### src/rtl/zap_mem_pkg.sv
// ============================================================================
// Module   : zap_mem_pkg
// Purpose  : Shared types and constants for the data-side memory request unit.
// Revision : 1.0
// ============================================================================
`default_nettype none

package zap_mem_pkg;

  typedef enum logic [1:0] {
    IDLE  = 2'd0,
    WAIT  = 2'd1,
    DRAIN = 2'd2
  } mem_state_t;

  localparam logic [1:0] FLT_NONE  = 2'b00;
  localparam logic [1:0] FLT_ALIGN = 2'b11;

  typedef enum logic [1:0] {
    SZ_WORD = 2'd0,
    SZ_HALF = 2'd1,
    SZ_BYTE = 2'd2
  } mem_size_t;

  // Byte flags take priority over halfword flags; no flag means a word access.
  function automatic mem_size_t decode_size(input logic sbyte, input logic ubyte,
                                            input logic shalf, input logic uhalf);
    if (sbyte || ubyte)      return SZ_BYTE;
    else if (shalf || uhalf) return SZ_HALF;
    else                     return SZ_WORD;
  endfunction

endpackage

`default_nettype wire

### src/rtl/zap_mem_request_unit_if.sv
// ============================================================================
// Module   : zap_mem_request_unit_if
// Purpose  : Data cache bus between the memory request unit and the D-cache.
// Revision : 1.0
// ============================================================================
`default_nettype none

interface zap_mem_request_unit_if;
  logic        dc_stb;
  logic        dc_we;
  logic [31:0] dc_addr;
  logic [3:0]  dc_sel;
  logic [31:0] dc_wdata;
  logic        dc_ack;
  logic [31:0] dc_rdata;
  logic [1:0]  dc_err;

  modport master (
    output dc_stb, dc_we, dc_addr, dc_sel, dc_wdata,
    input  dc_ack, dc_rdata, dc_err
  );

  modport slave (
    input  dc_stb, dc_we, dc_addr, dc_sel, dc_wdata,
    output dc_ack, dc_rdata, dc_err
  );
endinterface

`default_nettype wire

### src/rtl/zap_mem_lane_gen.sv
// ============================================================================
// Module   : zap_mem_lane_gen
// Purpose  : Byte-enable and store-lane replication from size and addr[1:0].
//            ZAP_BIG_ENDIAN_BYTE_LANES_EN selects big-endian byte lanes.
// Revision : 1.0
// ============================================================================
`default_nettype none

module zap_mem_lane_gen
  import zap_mem_pkg::*;
(
  input  mem_size_t   size,
  input  logic [1:0]  addr_lo,
  input  logic [31:0] data,
  output logic [3:0]  sel,
  output logic [31:0] wdata
);

  always_comb begin
    sel   = 4'b1111;
    wdata = data;
    case (size)
      SZ_HALF: begin
        sel   = addr_lo[1] ? 4'b1100 : 4'b0011;
        wdata = {2{data[15:0]}};
      end
      SZ_BYTE: begin
`ifdef ZAP_BIG_ENDIAN_BYTE_LANES_EN
        // Address 0 lands in bits [31:24], where the memory stage extracts it.
        sel   = 4'b1000 >> addr_lo;
`else
        sel   = 4'b0001 << addr_lo;
`endif
        wdata = {4{data[7:0]}};
      end
      default: begin
        sel   = 4'b1111;
        wdata = data;
      end
    endcase
  end

endmodule

`default_nettype wire

### src/rtl/zap_mem_request_unit.sv
// ============================================================================
// Module   : zap_mem_request_unit
// Purpose  : Turns one ALU-stage load/store into a single D-cache bus cycle,
//            stalling until ack. Byte lanes follow ZAP_BIG_ENDIAN_BYTE_LANES_EN.
// Revision : 1.0
// ============================================================================
`default_nettype none

module zap_mem_request_unit
  import zap_mem_pkg::*;
#(
  parameter int PHY_REGS = 46
) (
  input  logic                        i_clk,
  input  logic                        i_reset,
  input  logic                        i_clear_from_writeback,
  input  logic                        i_mem_req,
  input  logic                        i_mem_load,
  input  logic [31:0]                 i_mem_addr,
  input  logic [31:0]                 i_mem_wdata,
  input  logic                        i_sbyte,
  input  logic                        i_ubyte,
  input  logic                        i_shalf,
  input  logic                        i_uhalf,
  input  logic [$clog2(PHY_REGS)-1:0] i_mem_srcdest_index,
  zap_mem_request_unit_if.master      dc,
  output logic                        o_data_stall,
  output logic                        o_mem_load_ff,
  output logic                        o_sbyte_ff,
  output logic                        o_ubyte_ff,
  output logic                        o_shalf_ff,
  output logic                        o_uhalf_ff,
  output logic [1:0]                  o_mem_address_ff,
  output logic [$clog2(PHY_REGS)-1:0] o_mem_srcdest_index_ff,
  output logic [31:0]                 o_mem_rd_data,
  output logic [1:0]                  o_mem_fault
);

  mem_state_t  state, state_nxt;
  mem_size_t   size;
  logic        align_fault;
  logic        accept;
  logic [3:0]  lane_sel;
  logic [31:0] lane_wdata;

  logic        stb, stb_nxt;
  logic        we, we_nxt;
  logic [31:0] addr, addr_nxt;
  logic [3:0]  sel, sel_nxt;
  logic [31:0] wdata, wdata_nxt;
  logic [31:0] rd_data, rd_data_nxt;
  logic [1:0]  fault, fault_nxt;

  assign size        = decode_size(i_sbyte, i_ubyte, i_shalf, i_uhalf);
  assign align_fault = (size == SZ_HALF) && i_mem_addr[0];

  zap_mem_lane_gen u_lane_gen (
    .size    (size),
    .addr_lo (i_mem_addr[1:0]),
    .data    (i_mem_wdata),
    .sel     (lane_sel),
    .wdata   (lane_wdata)
  );

  always_ff @(posedge i_clk) begin
    if (i_reset) begin
      state   <= IDLE;
      stb     <= 1'b0;
      we      <= 1'b0;
      addr    <= 32'd0;
      sel     <= 4'd0;
      wdata   <= 32'd0;
      rd_data <= 32'd0;
      fault   <= FLT_NONE;
    end else begin
      state   <= state_nxt;
      stb     <= stb_nxt;
      we      <= we_nxt;
      addr    <= addr_nxt;
      sel     <= sel_nxt;
      wdata   <= wdata_nxt;
      rd_data <= rd_data_nxt;
      fault   <= fault_nxt;
    end
  end

  // Fault is a one-cycle pulse: it defaults to none and is only set on the
  // cycle following an alignment error or a completed, unflushed ack.
  always_comb begin
    state_nxt   = state;
    stb_nxt     = stb;
    we_nxt      = we;
    addr_nxt    = addr;
    sel_nxt     = sel;
    wdata_nxt   = wdata;
    rd_data_nxt = rd_data;
    fault_nxt   = FLT_NONE;
    accept      = 1'b0;
    case (state)
      IDLE: begin
        if (i_mem_req && !i_clear_from_writeback) begin
          if (align_fault) begin
            fault_nxt = FLT_ALIGN;
          end else begin
            accept    = 1'b1;
            stb_nxt   = 1'b1;
            we_nxt    = !i_mem_load;
            addr_nxt  = {i_mem_addr[31:2], 2'b00};
            sel_nxt   = lane_sel;
            wdata_nxt = lane_wdata;
            state_nxt = WAIT;
          end
        end
      end
      WAIT: begin
        if (dc.dc_ack) begin
          stb_nxt   = 1'b0;
          state_nxt = IDLE;
          if (!i_clear_from_writeback) begin
            rd_data_nxt = dc.dc_rdata;
            fault_nxt   = dc.dc_err;
          end
        end else if (i_clear_from_writeback) begin
          state_nxt = DRAIN;
        end
      end
      DRAIN: begin
        // The bus cycle is never abandoned; its result is simply dropped.
        if (dc.dc_ack) begin
          stb_nxt   = 1'b0;
          state_nxt = IDLE;
        end
      end
      default: begin
        stb_nxt   = 1'b0;
        state_nxt = IDLE;
      end
    endcase
  end

  always_ff @(posedge i_clk) begin
    if (i_reset) begin
      o_mem_load_ff          <= 1'b0;
      o_sbyte_ff             <= 1'b0;
      o_ubyte_ff             <= 1'b0;
      o_shalf_ff             <= 1'b0;
      o_uhalf_ff             <= 1'b0;
      o_mem_address_ff       <= 2'd0;
      o_mem_srcdest_index_ff <= '0;
    end else if (accept) begin
      o_mem_load_ff          <= i_mem_load;
      o_sbyte_ff             <= i_sbyte;
      o_ubyte_ff             <= i_ubyte;
      o_shalf_ff             <= i_shalf;
      o_uhalf_ff             <= i_uhalf;
      o_mem_address_ff       <= i_mem_addr[1:0];
      o_mem_srcdest_index_ff <= i_mem_srcdest_index;
    end
  end

  assign dc.dc_stb     = stb;
  assign dc.dc_we      = we;
  assign dc.dc_addr    = addr;
  assign dc.dc_sel     = sel;
  assign dc.dc_wdata   = wdata;
  assign o_data_stall  = (state == WAIT) || (state == DRAIN);
  assign o_mem_rd_data = rd_data;
  assign o_mem_fault   = fault;

endmodule

`default_nettype wire

### src/flat_wrapper.sv
// flat-port wrapper written by rule: the top's interface ports become plain ports
module zap_mem_request_unit_flat import zap_mem_pkg::*;
#(
  parameter int PHY_REGS = 46
)
  (i_clk, i_reset, i_clear_from_writeback, i_mem_req, i_mem_load, i_mem_addr, i_mem_wdata, i_sbyte, i_ubyte, i_shalf, i_uhalf, i_mem_srcdest_index, o_data_stall, o_mem_load_ff, o_sbyte_ff, o_ubyte_ff, o_shalf_ff, o_uhalf_ff, o_mem_address_ff, o_mem_srcdest_index_ff, o_mem_rd_data, o_mem_fault, dc_dc_stb, dc_dc_we, dc_dc_addr, dc_dc_sel, dc_dc_wdata, dc_dc_ack, dc_dc_rdata, dc_dc_err);
  zap_mem_request_unit_if dc_i ();
  input  logic i_clk;
  input  logic i_reset;
  input  logic i_clear_from_writeback;
  input  logic i_mem_req;
  input  logic i_mem_load;
  input  logic [31:0] i_mem_addr;
  input  logic [31:0] i_mem_wdata;
  input  logic i_sbyte;
  input  logic i_ubyte;
  input  logic i_shalf;
  input  logic i_uhalf;
  input  logic [$clog2(PHY_REGS)-1:0] i_mem_srcdest_index;
  output logic o_data_stall;
  output logic o_mem_load_ff;
  output logic o_sbyte_ff;
  output logic o_ubyte_ff;
  output logic o_shalf_ff;
  output logic o_uhalf_ff;
  output logic [1:0] o_mem_address_ff;
  output logic [$clog2(PHY_REGS)-1:0] o_mem_srcdest_index_ff;
  output logic [31:0] o_mem_rd_data;
  output logic [1:0] o_mem_fault;
  output wire logic [$bits(dc_i.dc_stb)-1:0] dc_dc_stb;
  output wire logic [$bits(dc_i.dc_we)-1:0] dc_dc_we;
  output wire logic [$bits(dc_i.dc_addr)-1:0] dc_dc_addr;
  output wire logic [$bits(dc_i.dc_sel)-1:0] dc_dc_sel;
  output wire logic [$bits(dc_i.dc_wdata)-1:0] dc_dc_wdata;
  input wire logic [$bits(dc_i.dc_ack)-1:0] dc_dc_ack;
  input wire logic [$bits(dc_i.dc_rdata)-1:0] dc_dc_rdata;
  input wire logic [$bits(dc_i.dc_err)-1:0] dc_dc_err;
  assign dc_dc_stb = dc_i.dc_stb;
  assign dc_dc_we = dc_i.dc_we;
  assign dc_dc_addr = dc_i.dc_addr;
  assign dc_dc_sel = dc_i.dc_sel;
  assign dc_dc_wdata = dc_i.dc_wdata;
  assign dc_i.dc_ack = dc_dc_ack;
  assign dc_i.dc_rdata = dc_dc_rdata;
  assign dc_i.dc_err = dc_dc_err;
  zap_mem_request_unit #(.PHY_REGS(PHY_REGS)) u_core (.i_clk(i_clk), .i_reset(i_reset), .i_clear_from_writeback(i_clear_from_writeback), .i_mem_req(i_mem_req), .i_mem_load(i_mem_load), .i_mem_addr(i_mem_addr), .i_mem_wdata(i_mem_wdata), .i_sbyte(i_sbyte), .i_ubyte(i_ubyte), .i_shalf(i_shalf), .i_uhalf(i_uhalf), .i_mem_srcdest_index(i_mem_srcdest_index), .dc(dc_i), .o_data_stall(o_data_stall), .o_mem_load_ff(o_mem_load_ff), .o_sbyte_ff(o_sbyte_ff), .o_ubyte_ff(o_ubyte_ff), .o_shalf_ff(o_shalf_ff), .o_uhalf_ff(o_uhalf_ff), .o_mem_address_ff(o_mem_address_ff), .o_mem_srcdest_index_ff(o_mem_srcdest_index_ff), .o_mem_rd_data(o_mem_rd_data), .o_mem_fault(o_mem_fault));
endmodule
### config.mk
export PLATFORM = sky130hd
export DESIGN_NAME = zap_mem_request_unit_flat
export DESIGN_NICKNAME = d
export VERILOG_FILES = /design/src/rtl/zap_mem_pkg.sv /design/src/rtl/zap_mem_request_unit_if.sv /design/src/rtl/zap_mem_lane_gen.sv /design/src/rtl/zap_mem_request_unit.sv /design/src/flat_wrapper.sv
export SDC_FILE = /design/constraint.sdc
export NUM_CORES = 1
export LEC_CHECK = 0
export ABC_AREA = 1
export BUFFER_PORTS_ARGS = -buffer_cell sky130_fd_sc_hd__buf_4
export CORE_MARGIN = 5
export CORE_UTILIZATION = 40
export DETAILED_ROUTE_END_ITERATION = 8
export PLACE_DENSITY = 0.72
export SETUP_SLACK_MARGIN = 0.3
export SLEW_MARGIN = 20
export SYNTH_ARGS = -nofsm -noshare
export SYNTH_HDL_FRONTEND = slang
export SYNTH_SLANG_ARGS = --single-unit
export TNS_END_PERCENT = 5
### constraint.sdc
create_clock -name i_clk -period 2.15 [get_ports i_clk]
set_clock_uncertainty 0.2 [all_clocks]
set_input_delay 0.43 -clock i_clk [delete_from_list [all_inputs] [get_ports i_clk]]
set_output_delay 0.43 -clock i_clk [all_outputs]
set_load 0.02 [all_outputs]
# Word-level counts from Yosys, hierarchy flattened
# Index checks and enable logic that the tools add are counted.
[totals]
output_inout_bits = 118
inputBits = 114
register_bits = 117
word_cells = 63
[op_classes]
bitwise = 2
reduce_logical = 13
eq_ne = 9
shifts = 1
n_mux = 23
[op_table]
columns = ["cell", "n"]
rows = [
  ["$pmux 32 s2", 1],
  ["$mux 2", 10],
  ["$reduce_and 3->1", 3],
  ["$pmux 4 s2", 1],
  ["$mux 1", 7],
  ["$pmux 2 s3", 1],
  ["$eq 2x1->1 const B", 2],
  ["$eq 2x2->1 const B", 2],
  ["$mux 4", 1],
  ["$ne 2x1->1 const B", 2],
  ["$ne 2x2->1 const B", 2],
  ["$pmux 2 s2", 1],
  ["$reduce_and 4->1", 1],
  ["$shl 1x2->4 const A", 1],
  ["$logic_or 1x1->1", 3],
  ["$ne 3x3->1 const B", 1],
  ["$logic_and 1x1->1", 2],
  ["$logic_not 1->1", 2],
  ["$logic_not 2->1", 1],
  ["$not 1->1", 2],
  ["$pmux 1 s2", 1],
  ["$reduce_or 2->1", 1],
]

# Logic depth before layout (Yosys ltp)
# Gate-level depths: netlist of the first run.
[depth]
depth_word = 8
mapped_depth = 9
ltp_nobuf = 9

# Cells and area by module
# Synthesis of the first run repeated with hierarchy kept, for this count alone.
[hier_totals]
cells_unflattened = 642
hier_area_um2 = 4737.0
[modules_own_cells]
columns = ["module", "cells_each", "instances", "area_per_inst_um2", "seq_area_each_um2"]
rows = [
  ["zap_mem_request_unit", 536, 1, 4180.3, 2342.2],
  ["zap_mem_lane_gen", 106, 1, 556.8, 0.0],
]

# Worst setup path before layout of the first run
# Ideal clock, no wire load.
[synth_path]
path_type = "reg2reg"
from = "reg u_core.state[0]"
to = "reg u_core.wdata[16], in the netlist u_core.dc.dc_wdata[16]"
period_less_slack_ns = 1.538
slack_ns = 0.612
setup_ns = 0.116
required_ns = 1.834
n_path_buf = 2
arrival_time_ns = 1.223
stages_incl_launch_ff = 10
path_cell_list = "dfxtp_1 inv_1 ha_1 inv_1 nor2_4 nand2_4 buf_6 buf_6 nor2_1 nor2_1"
[synth_between]
elab_chain_cells = 2
[synth_lines]
columns = ["element", "line", "source"]
rows = [
  ["start: declaration", "zap_mem_request_unit.sv:39", "mem_state_t state, state_nxt;"],
  ["start signal: assignment", "zap_mem_request_unit.sv:76", "state <= state_nxt;"],
  ["$logic_not 2->1", "zap_mem_request_unit.sv:99", "case (state)"],
  ["$reduce_and 3->1 (no source line)", "n/a", ""],
  ["end signal: assignment", "zap_mem_request_unit.sv:81", "wdata <= wdata_nxt;"],
  ["end: declaration", "zap_mem_request_unit.sv:50", "logic [31:0] wdata, wdata_nxt;"],
]
# No other way between the ends.
# A chain may end at the register's enable or synchronous reset.

# Worst setup path after layout of the first run
[layout_path]
from = "reg u_core.state[0]"
to = "out o_data_stall"
[layout_between]
elab_chain_cells = 2
word_cells_on_any_way = 3
classes_between = "eq/ne: 2; reduce/logical: 1"
[layout_lines]
columns = ["element", "line", "source"]
rows = [
  ["$eq 2x1->1 or $eq 2x2->1 (tied branches)", "zap_mem_request_unit.sv:166", "assign o_data_stall = (state == WAIT) || (state == DRAIN);"],
  ["$logic_or 1x1->1 (*)", "zap_mem_request_unit.sv:166", ""],
  ["end: declaration", "flat_wrapper.sv:20", "output logic o_data_stall;"],
]
# Mark *: on every way between the ends. The rest lies on a longest branch, timed or not.

==> qor.csv, run 1 <==
stage,metric,value,unit
sta,setup tns final,0,ps
routing,wire per inst,14.9,um
final_layout,final instance area,7150,um2
hold_path,hold depth,3,
clock_tree,number of hold buffers added after CTS,0,
routing,final antenna-violating net count,0,
placed_design,HPWL Detailed,10900,um
synth,Synth Area in Simple Gates,28.1,%
critical_path,Worst Setup SP,u_core.state[0]$_SDFFE_PP0P_,
clock_tree,Root Buffer Master,clkbuf_16,
placed_design,PortBufs,229,
global_route,GR Util met3,8.13,%
final_layout,Seq. cell area,2340,um2
floorplan,chip width,117,um
clock_tree,maximum clock insertion buffer count,2,
floorplan,die area,13600,um2
critical_path,CP required,1520,ps
routing,vias per cell,4.79,
critical_path,number of stages on the worst setup path,3,
global_route,met2 Use GR,36.6,%
synth,register area share after synthesis,51.4,%
floorplan,number of I/O pins,232,
sta,Period minus WS final,1820,ps
pwr,pwr dens,909,nW/um2
sta,Max Clk Rate,0.549,GHz
hold_path,HP Class,in -> reg,
floorplan,Core Box Area,11300,um2
final_layout,multi-input logic area,1950,um2
synth,Synth Cell Area,4560,um2
pwr,peak supply drop,0.434,mV
clock_tree,CTS tree,yes,
global_route,largest net degree at the start of global routing,45,
critical_path,r2r startpoint,u_core.state[1]$_SDFFE_PP0P_,
placed_design,dpl cell area,6400,um2
routing,# DRC,0,
clock_tree,clock sink total,117,
floorplan,initial core utilization,40.4,%
synth,Yosys cell types,25,
synth,Mapped Avg Cell Area,7.29,um2
outcome,outcome,"finished, final reports clean",
clock_tree,clk_lat worst skew,410,ps
synth,Compound-Gate Fraction of Synth Area,13.3,%
critical_path,CP Cell Sequence,inv_2 -> ha_4 -> buf_6,
pwr,Leak,0.00349,uW
critical_path,Worst path slowest cell,dfxtp_2,
critical_path,CP Data Arrival Time,1190,ps
final_layout,# diodes,0,
routing,number of DRC markers in iteration 0,306,
placed_design,Placer Congestion,0.896,
critical_path,WP buf/inv,2,
critical_path,dominant delay contributor by cell family on the critical path,flip-flops,
sta,unrepaired setup endpoints after global routing,yes,
floorplan,Core Rows,39,
synth,main combinational cell family by area after synthesis,simple AND/OR/NAND/NOR gates,
critical_path,Setup crit end kind,primary output,
final_layout,# nets final,973,
critical_path,reg2reg end,u_core.o_mem_rd_data[0]$_SDFFE_PP0P_,
synth,Mapped Cells,625,
synth,Synth Register Bits,117,
synth,xor and xnor area share after synthesis,0,%
placed_design,placed cell count,969,
final_layout,post-route insts no fill,1012,
sta,Final Hold Viols,0,
global_route,vias in the first global route,4620,
job,MaxCap Viol Count,0,
global_route,GRT Overall Usage,21.4,%
final_layout,Synth-to-Final Area Change,56.9,%
critical_path,R2R setup slack,400,ps
sta,"Slew Viols, Final",0,
critical_path,crit-path max FO,3,
global_route,gr busiest metal,met2,
final_layout,layout cells sized above 1,34.8,%
sta,crit share post-route,84.8,%
routing,routed via count,4843,
clock_tree,clk slew on worst S/H paths,60,ps
critical_path,Max stage delay on crit path,350,ps
critical_path,Setup CP Type,reg -> out,
clock_tree,Num CTS Buffers,17,
synth,post-synthesis mux area share,0,%
synth,adder and majority cell fraction of the synthesized area,0.823,%
critical_path,R2R depth,9,
global_route,initial antenna violation count,0,
clock_tree,H-tree levels,4,
floorplan,Die H,117,um
global_route,first-pass GRT wire length,22800,um
routing,WL final,15100,um
global_route,GRT overflow,0,
final_layout,Final Core Density,63.5,%
global_route,M1 GR Usage,24.0,%
synth,yosys warns,0,
sta,Final setup violation count,0,
routing,drt first pass iters,7,
final_layout,Fill cells,991,
critical_path,CP endpoint,o_data_stall,
critical_path,Worst Setup Start Kind,flop,
## routing by layer
metal	part of all wire [%]	wire [um]
met5	0	0
met4	2.5	384
met3	9.4	1420
met2	50	7560
met1	38	5700
## sequential cells by signal, indices dropped and copies added (netlist names), 2 cells and up
signal,cells
u_core.dc.dc_wdata,32
u_core.o_mem_rd_data,32
u_core.dc.dc_addr,30
u_core.o_mem_srcdest_index_ff,6
u_core.dc.dc_sel,4
u_core.o_mem_address_ff,2
u_core.o_mem_fault,2
u_core.state,2
## report_power, final
| part | internal, uW | leakage, uW | switching [uW] |
|---|---|---|---|
| combinational | 564 | 0.00226 | 703 |
| clock | 1790 | 0.000276 | 1010 |
| sequential | 2340 | 0.000957 | 93.0 |
| total | 4700 | 0.00349 | 1810 |
## area by class of cell
type / count / area share (%)
Timing Repair Buffer: 250 / 27.7
Tap cell: 143 / 2.50
Sequential cell: 117 / 32.8
Multi-Input combinational cell: 450 / 27.3
Timing Repair inverter: 2 / 0.227
Clock inverter: 12 / 1.80
Inverter: 18 / 1.17
Clock buffer: 20 / 6.52
## stage by stage
stage | total power [uW] | hold slack (ps) | setup slack [ps]
after floorplan | 3120 | 258 | 612
after detailed placement | 3690 | 259 | 171
final | 6500 | 38.3 | 327
after CTS | 6500 | 28.7 | 215
after global routing | 6820 | 23.7 | 279
after global placement | 3660 | 255 | 213
## cells in the final DEF, fill, tap and decap left out, drive strengths merged, types with 4 or more instances in the layout
cell        n
buf       250
nor2      209
dfxtp     117
nand2     108
o21ai     100
clkbuf     20
a21oi      17
inv        17
clkinvlp    8
clkinv      5
nand3       4
## cells in the mapped netlist, drive strengths merged
master / number / area [um2]
buf: 25 / 158
ha: 3 / 37.5
nand3: 4 / 30.0
o21bai: 1 / 7.51
a22oi: 2 / 15.0
inv: 18 / 70.1
conb: 1 / 3.75
or2: 1 / 6.26
nor3: 1 / 16.3
nand4: 2 / 12.5
a21oi: 17 / 85.1
clkbuf: 16 / 60.1
nand2: 108 / 415
nor2: 209 / 800
o21ai: 100 / 500
dfxtp: 117 / 2340
## logic make-up (layout without fill, tap and decap cells)
kind of cell / after synthesis / count (layout)
other cells: 1 / 2
compound gates: 120 / 120
fa+ha+maj: 3 / 3
flops: 117 / 117
buf+inv: 59 / 302
simple gates: 325 / 325
## repair_timing
action / 4_1_cts / 5_1_grt
setup buffers: 2 / 7
endpoints found under the setup margin: 64 / 107
pin swaps: 1 / 2
gates cloned: 1 / 1
resized for setup: 4 / 11
## worst min path at each step
| stage | startpoint | end | slack (ps) |
|---|---|---|---|
| 4_1_cts | dc_dc_rdata[14] | u_core.o_mem_rd_data[14]$_SDFFE_PP0P_ | 30 |
| 5_1_grt | dc_dc_rdata[7] | u_core.o_mem_rd_data[7]$_SDFFE_PP0P_ | 20 |
| 3_5_place_dp | u_core.dc.dc_sel[3]$_SDFFE_PP0P_ | u_core.dc.dc_sel[3]$_SDFFE_PP0P_ | 260 |
| 3_3_place_gp | u_core.dc.dc_sel[3]$_SDFFE_PP0P_ | u_core.dc.dc_sel[3]$_SDFFE_PP0P_ | 260 |
| 6_report | dc_dc_rdata[14] | u_core.o_mem_rd_data[14]$_SDFFE_PP0P_ | 40 |
| 2_1_floorplan | u_core.state[0]$_SDFFE_PP0P_ | u_core.state[0]$_SDFFE_PP0P_ | 260 |
## worst register-to-register path: cells and delay by family (launching register included)
family | cells | cell delay [ps]
adder cells (fa/ha/maj) | 1 | 170
flip-flops | 1 | 330
buffers and inverters | 5 | 550
AND/OR/NAND/NOR | 3 | 370
No activity file was read; power rests on OpenSTA's default activity.
==> inputs of run 2 (changes only) <==
Settings changed: PLACE_DENSITY 0.72 to 0.75.
Clock period 2.15 ns to 1.65 ns, I/O delays scaled along.
==> run 2 against run 1 <==
- the flow now finishes with violations (negative setup slack)
- first-iteration DRC count fell by 10%
- worst hold slack got worse by 32 ps
- sequential cell count did not move
- non-clock buffer count rose by 100
- global-route usage rose by 5.9 points
- combinational power rose by 84%
- sequential share of layout area fell by 6.3 points
- sequential power rose by 34%
- via count rose by 18%
- highest routed layer unchanged
- clock power rose by 42%
- core utilization rose by 20 points
==> qor.csv, run 2 (same netlist as run 1, synthesis figures left out) <==
stage,metric,value,unit,change
floorplan,Core Box Area,11300,um2,unchanged
sta,"Slew Viols, Final",0,,unchanged
critical_path,Setup CP Type,reg -> reg,,was reg -> out
floorplan,Core Rows,39,,unchanged
critical_path,Max stage delay on crit path,350,ps,about the same
placed_design,Setup WS pre-CTS,-66.9,ps,was 171 ps
clock_tree,clk_lat worst skew,400,ps,was 410 ps
final_layout,"most common cell after layout, fill and taps aside",nor2_1,,was buf_4
critical_path,R2R setup slack,-180,ps,was 400 ps
critical_path,crit-path max FO,6,,was 3
hold_path,HP Class,in -> reg,,unchanged
final_layout,final instance area,9360,um2,was 7150 um2
critical_path,CP required,1740,ps,was 1520 ps
sta,Max Clk Rate,0.547,GHz,
critical_path,Setup crit end kind,flop,,was primary output
outcome,outcome,"complete, but fails checks",,"was finished, final reports clean"
floorplan,Die H,117,um,unchanged
routing,routed via count,5699,,was 4843
floorplan,initial core utilization,40.4,%,unchanged
final_layout,Synth-to-Final Area Change,105,%,was 56.9%
global_route,vias in the first global route,5771,,was 4620
floorplan,number of I/O pins,232,,unchanged
global_route,largest net degree at the start of global routing,49,,was 45
pwr,peak supply drop,0.839,mV,was 0.434 mV
clock_tree,clock sink total,117,,unchanged
clock_tree,clk slew on worst S/H paths,50,ps,was 60 ps
critical_path,CP Data Arrival Time,1920,ps,was 1190 ps
final_layout,layout cells sized above 1,52.3,%,was 34.8%
placed_design,HPWL Detailed,10800,um,was 10900 um
floorplan,die area,13600,um2,unchanged
floorplan,chip width,117,um,unchanged
sta,unrepaired setup endpoints after global routing,yes,,unchanged
global_route,GRT Overall Usage,27.4,%,was 21.4%
routing,number of DRC markers in iteration 0,275,,was 306
clock_tree,Root Buffer Master,clkbuf_16,,unchanged
placed_design,dpl cell area,6590,um2,was 6400 um2
critical_path,Worst Setup Start Kind,flop,,unchanged
global_route,GRT overflow,0,,unchanged
routing,WL final,20500,um,was 15100 um
global_route,first-pass GRT wire length,28700,um,was 22800 um
sta,crit share post-route,111,%,
outcome,failing checks,negative setup slack,,
placed_design,PortBufs,229,,unchanged
job,MaxCap Viol Count,0,,unchanged
clock_tree,maximum clock insertion buffer count,2,,unchanged
routing,wire per inst,18.4,um,was 14.9 um
final_layout,most frequent cells in the layout,"nor2_1 (166), buf_4 (132), buf_6 (116)",,"was buf_4 (240), nor2_1 (207), dfxtp_1 (115)"
sta,setup ws final,-177,ps,was 327 ps
clock_tree,CTS tree,yes,,unchanged
routing,vias per cell,5.12,,was 4.79
sta,worst hold slack,6.52,ps,was 38.3 ps
hold_path,hold depth,3,,unchanged
critical_path,dominant delay contributor by cell family on the critical path,buffers and inverters,,was flip-flops
critical_path,number of stages on the worst setup path,9,,was 3
clock_tree,Num CTS Buffers,17,,unchanged
placed_design,Placer Congestion,0.875,,was 0.896
critical_path,CP Cell Sequence,buf_6 -> ha_4 -> inv_2 -> nor3_4 -> inv_2 -> buf_4 -> buf_12 -> nor2_1 -> nor2_1,,was inv_2 -> ha_4 -> buf_6
routing,drt first pass iters,5,,was 7
sta,Period minus WS final,1830,ps,
pwr,pwr dens,1030,nW/um2,was 909 nW/um2
pwr,Leak,0.00431,uW,was 0.00349 uW
routing,final antenna-violating net count,0,,unchanged
clock_tree,H-tree levels,4,,unchanged
global_route,initial antenna violation count,2,,was 0
critical_path,Worst path slowest cell,dfxtp_4,,was dfxtp_2
final_layout,# nets final,1072,,was 973
sta,Final Hold Viols,0,,unchanged
critical_path,WP buf/inv,5,,was 2
routing,# DRC,0,,unchanged
critical_path,R2R depth,9,,unchanged
sta,Final setup violation count,54,,was 0
==> run 2: routing by layer <==
layer	up-vias	share of wire, %	global-route usage [%]
met3	78	7.7	8.34
met1	2686	34	28.9
met4	0	4.8	15.3
met5	-	0	0
met2	279	53	48.2
li1	2656	-	-
==> run 2: worst min-delay path, cell delays in order <==
cell and delay, ps:
buf_4 100, o21ai_1 70, nor2_1 70
==> run 2: repair_timing <==
action / CTS / global route
hold buffers: 76 / 0
pin swaps: 52 / 31
gates resized for setup: 322 / 75
endpoints found under the hold margin: 76 / 0
cloned: 5 / 7
setup buffers: 4 / 3
endpoints found under the setup margin: 233 / 233
==> run 2: power by group <==
group          switching (uW)  internal [uW]
clock network            1300           2670
registers                 181           3090
logic                    1150           1190
total                    2640           6960
==> run 2: final cells by class <==
cell class | count | area [um2]
tap | 143 | 179
fill | 622 | 1910
inverter | 18 | 82.6
antenna | 2 | 5.00
clock buffer | 22 | 484
clock inverter | 10 | 150
sequential | 117 | 2470
timing repair inverter | 1 | 8.76
multi-input combinational | 450 | 2340
timing repair buffer | 350 | 3640
==> run 2: final timing paths <==
check / from / to
worst max-delay path: u_core.state[0]$_SDFFE_PP0P_ / u_core.o_mem_rd_data[5]$_SDFFE_PP0P_
worst min-delay path: i_mem_wdata[3] / u_core.dc.dc_wdata[3]$_SDFFE_PP0P_
worst max register to register: u_core.state[0]$_SDFFE_PP0P_ / u_core.o_mem_rd_data[5]$_SDFFE_PP0P_
worst min register to register: u_core.dc.dc_wdata[25]$_SDFFE_PP0P_ / u_core.dc.dc_wdata[25]$_SDFFE_PP0P_
==> run 2: per-stage QoR <==
step	instances	utilization (%)	TNS, ps	total power [uW]
detailed placement	984	58.5	-2270	4870
CTS	1101	80.2	-979	9410
global route	1113	83.0	-8720	9960
finish	1113	83.0	-3410	9590
global placement	984	58.5	-80.2	4860
floorplan	626	-	0	4090
==> inputs of run 3 (changes only) <==
Settings changed: CORE_MARGIN 5 to 2.
==> run 3 against run 2 <==
- the flow still finishes with violations (negative setup slack)
- maximum frequency increased by 6.7%
- via count down 1.2%
- clock power decreased by 6.0%
- first-iteration DRC count increased by 31%
- sequential cell count unchanged
- combinational power hardly changed
- global-route usage is 1.9 points higher
- die area down 10%
- largest power group unchanged
==> qor.csv, run 3 (same netlist as run 1, synthesis figures left out) <==
stage,metric,value,unit,change
sta,Max Clk Rate,0.584,GHz,was 0.547 GHz
routing,# DRC,0,,unchanged
final_layout,multi-input logic area,2220,um2,was 2340 um2
hold_path,HP Class,in -> reg,,unchanged
routing,routed via count,5630,,was 5699
final_layout,post-route insts no fill,1100,,was 1113
outcome,outcome,"complete, but fails checks",,unchanged
floorplan,initial core utilization,41.5,%,was 40.4%
clock_tree,clk slew on worst S/H paths,50,ps,about the same
outcome,failing checks,negative setup slack,,unchanged
clock_tree,clk_lat worst skew,400,ps,about the same
global_route,initial antenna violation count,0,,was 2
critical_path,crit-path max FO,2,,was 6
sta,setup ws final,-61.6,ps,was -177 ps
sta,Period minus WS final,1710,ps,was 1830 ps
job,MaxCap Viol Count,0,,unchanged
final_layout,Fill cells,607,,was 622
placed_design,HPWL Detailed,10400,um,was 10800 um
routing,number of DRC markers in iteration 0,361,,was 275
floorplan,Core Box Area,11000,um2,was 11300 um2
global_route,vias in the first global route,5810,,was 5771
placed_design,placed cell count,974,,was 984
global_route,first-pass GRT wire length,28600,um,was 28700 um
sta,Final setup violation count,18,,was 54
global_route,GRT Overall Usage,29.2,%,was 27.4%
routing,final antenna-violating net count,0,,unchanged
floorplan,number of I/O pins,232,,unchanged
final_layout,"most common cell after layout, fill and taps aside",nor2_1,,unchanged
routing,WL final,18800,um,was 20500 um
final_layout,most frequent cells in the layout,"nor2_1 (201), buf_4 (131), buf_6 (121)",,"was nor2_1 (166), buf_4 (132), buf_6 (116)"
sta,"Slew Viols, Final",0,,unchanged
critical_path,R2R depth,9,,unchanged
clock_tree,Root Buffer Master,clkbuf_16,,unchanged
placed_design,Placer Congestion,0.860,,was 0.875
placed_design,Setup WS pre-CTS,-52.0,ps,was -66.9 ps
pwr,pwr dens,1030,nW/um2,about the same
floorplan,Core Rows,38,,was 39
global_route,GRT overflow,0,,unchanged
floorplan,Die H,111,um,was 117 um
clock_tree,maximum clock insertion buffer count,2,,unchanged
clock_tree,Num CTS Buffers,17,,unchanged
final_layout,Seq. cell area,2470,um2,about the same
critical_path,Setup crit end kind,primary output,,was flop
critical_path,Worst Setup Start Kind,flop,,unchanged
sta,crit share post-route,104,%,was 111%
placed_design,PortBufs,229,,unchanged
critical_path,CP required,1120,ps,was 1740 ps
clock_tree,H-tree levels,4,,unchanged
sta,Final Hold Viols,0,,unchanged
routing,drt first pass iters,5,,unchanged
floorplan,die area,12300,um2,was 13600 um2
global_route,largest net degree at the start of global routing,90,,was 49
routing,wire per inst,17.1,um,was 18.4 um
final_layout,Synth-to-Final Area Change,98.9,%,was 105%
clock_tree,CTS tree,yes,,unchanged
sta,worst hold slack,6.38,ps,was 6.52 ps
pwr,Leak,0.00417,uW,was 0.00431 uW
final_layout,# diodes,0,,was 2
floorplan,chip width,111,um,was 117 um
final_layout,Final Core Density,82.6,%,was 83.0%
sta,unrepaired setup endpoints after global routing,yes,,unchanged
sta,setup tns final,-480,ps,was -3410 ps
clock_tree,clock sink total,117,,unchanged
critical_path,CP Data Arrival Time,1180,ps,was 1920 ps
critical_path,Setup CP Type,reg -> out,,was reg -> reg
final_layout,layout cells sized above 1,50.1,%,was 52.3%
routing,vias per cell,5.12,,about the same
final_layout,# nets final,1064,,was 1072
hold_path,hold depth,3,,unchanged
pwr,peak supply drop,0.810,mV,was 0.839 mV
run 3: routing by layer:
layer  wire length [um]  global-route usage, %  vias up  part of all wire, %
li1                   -                      -     2637                    -
met1               6690                   29.9     2634                   36
met2              10000                   53.5      283                   53
met3               1160                   8.04       76                  6.2
met4                933                   16.3        0                  5.0
met5                  0                      0        -                    0
run 3: final cells by class:
type / count / share of cell area [%]
timing repair buffer: 342 / 38.5
sequential: 117 / 27.2
multi-input combinational: 451 / 24.5
clock buffer: 19 / 5.00
tap: 140 / 1.93
clock inverter: 13 / 1.72
inverter: 18 / 1.10
run 3: worst max-delay path, cell delays in order (launching register included):
cell	delay (ps)
dfxtp_2	350
inv_4	50
ha_4	270
buf_6	110
run 3: path summary, 6_finish.rpt:
kind	start	end	slack, ps
setup reg to reg	u_core.state[1]$_SDFFE_PP0P_	u_core.dc.dc_addr[24]$_SDFFE_PP0P_	-60
hold / removal	i_mem_addr[15]	u_core.dc.dc_addr[15]$_SDFFE_PP0P_	6
setup / recovery	u_core.state[1]$_SDFFE_PP0P_	o_data_stall	-60
hold reg to reg	u_core.dc.dc_wdata[29]$_SDFFE_PP0P_	u_core.dc.dc_wdata[29]$_SDFFE_PP0P_	270
run 3: report_power, final:
| part | internal (uW) | switching, uW | leakage (uW) |
|---|---|---|---|
| sequential | 3090 | 177 | 0.000999 |
| combinational | 1180 | 1130 | 0.00288 |
| clock | 2440 | 1300 | 0.000287 |
run 3: through the flow:
step	area, um2	power, uW
5_1_grt	9070	9680
3_5_place_dp	6470	4840
4_1_cts	8740	9150
3_3_place_gp	6470	4800
2_1_floorplan	4620	4090
6_report	9070	9320
run 3: repair_timing:
| item | in CTS | in global routing |
|---|---|---|
| setup endpoints to repair | 233 | 233 |
| cloned | 5 | 5 |
| resized for setup | 338 | 51 |
| buffers inserted | 9 | 5 |
| hold buffers | 66 | 4 |
| pin swaps | 77 | 49 |
| endpoints found under the hold margin | 66 | 4 |
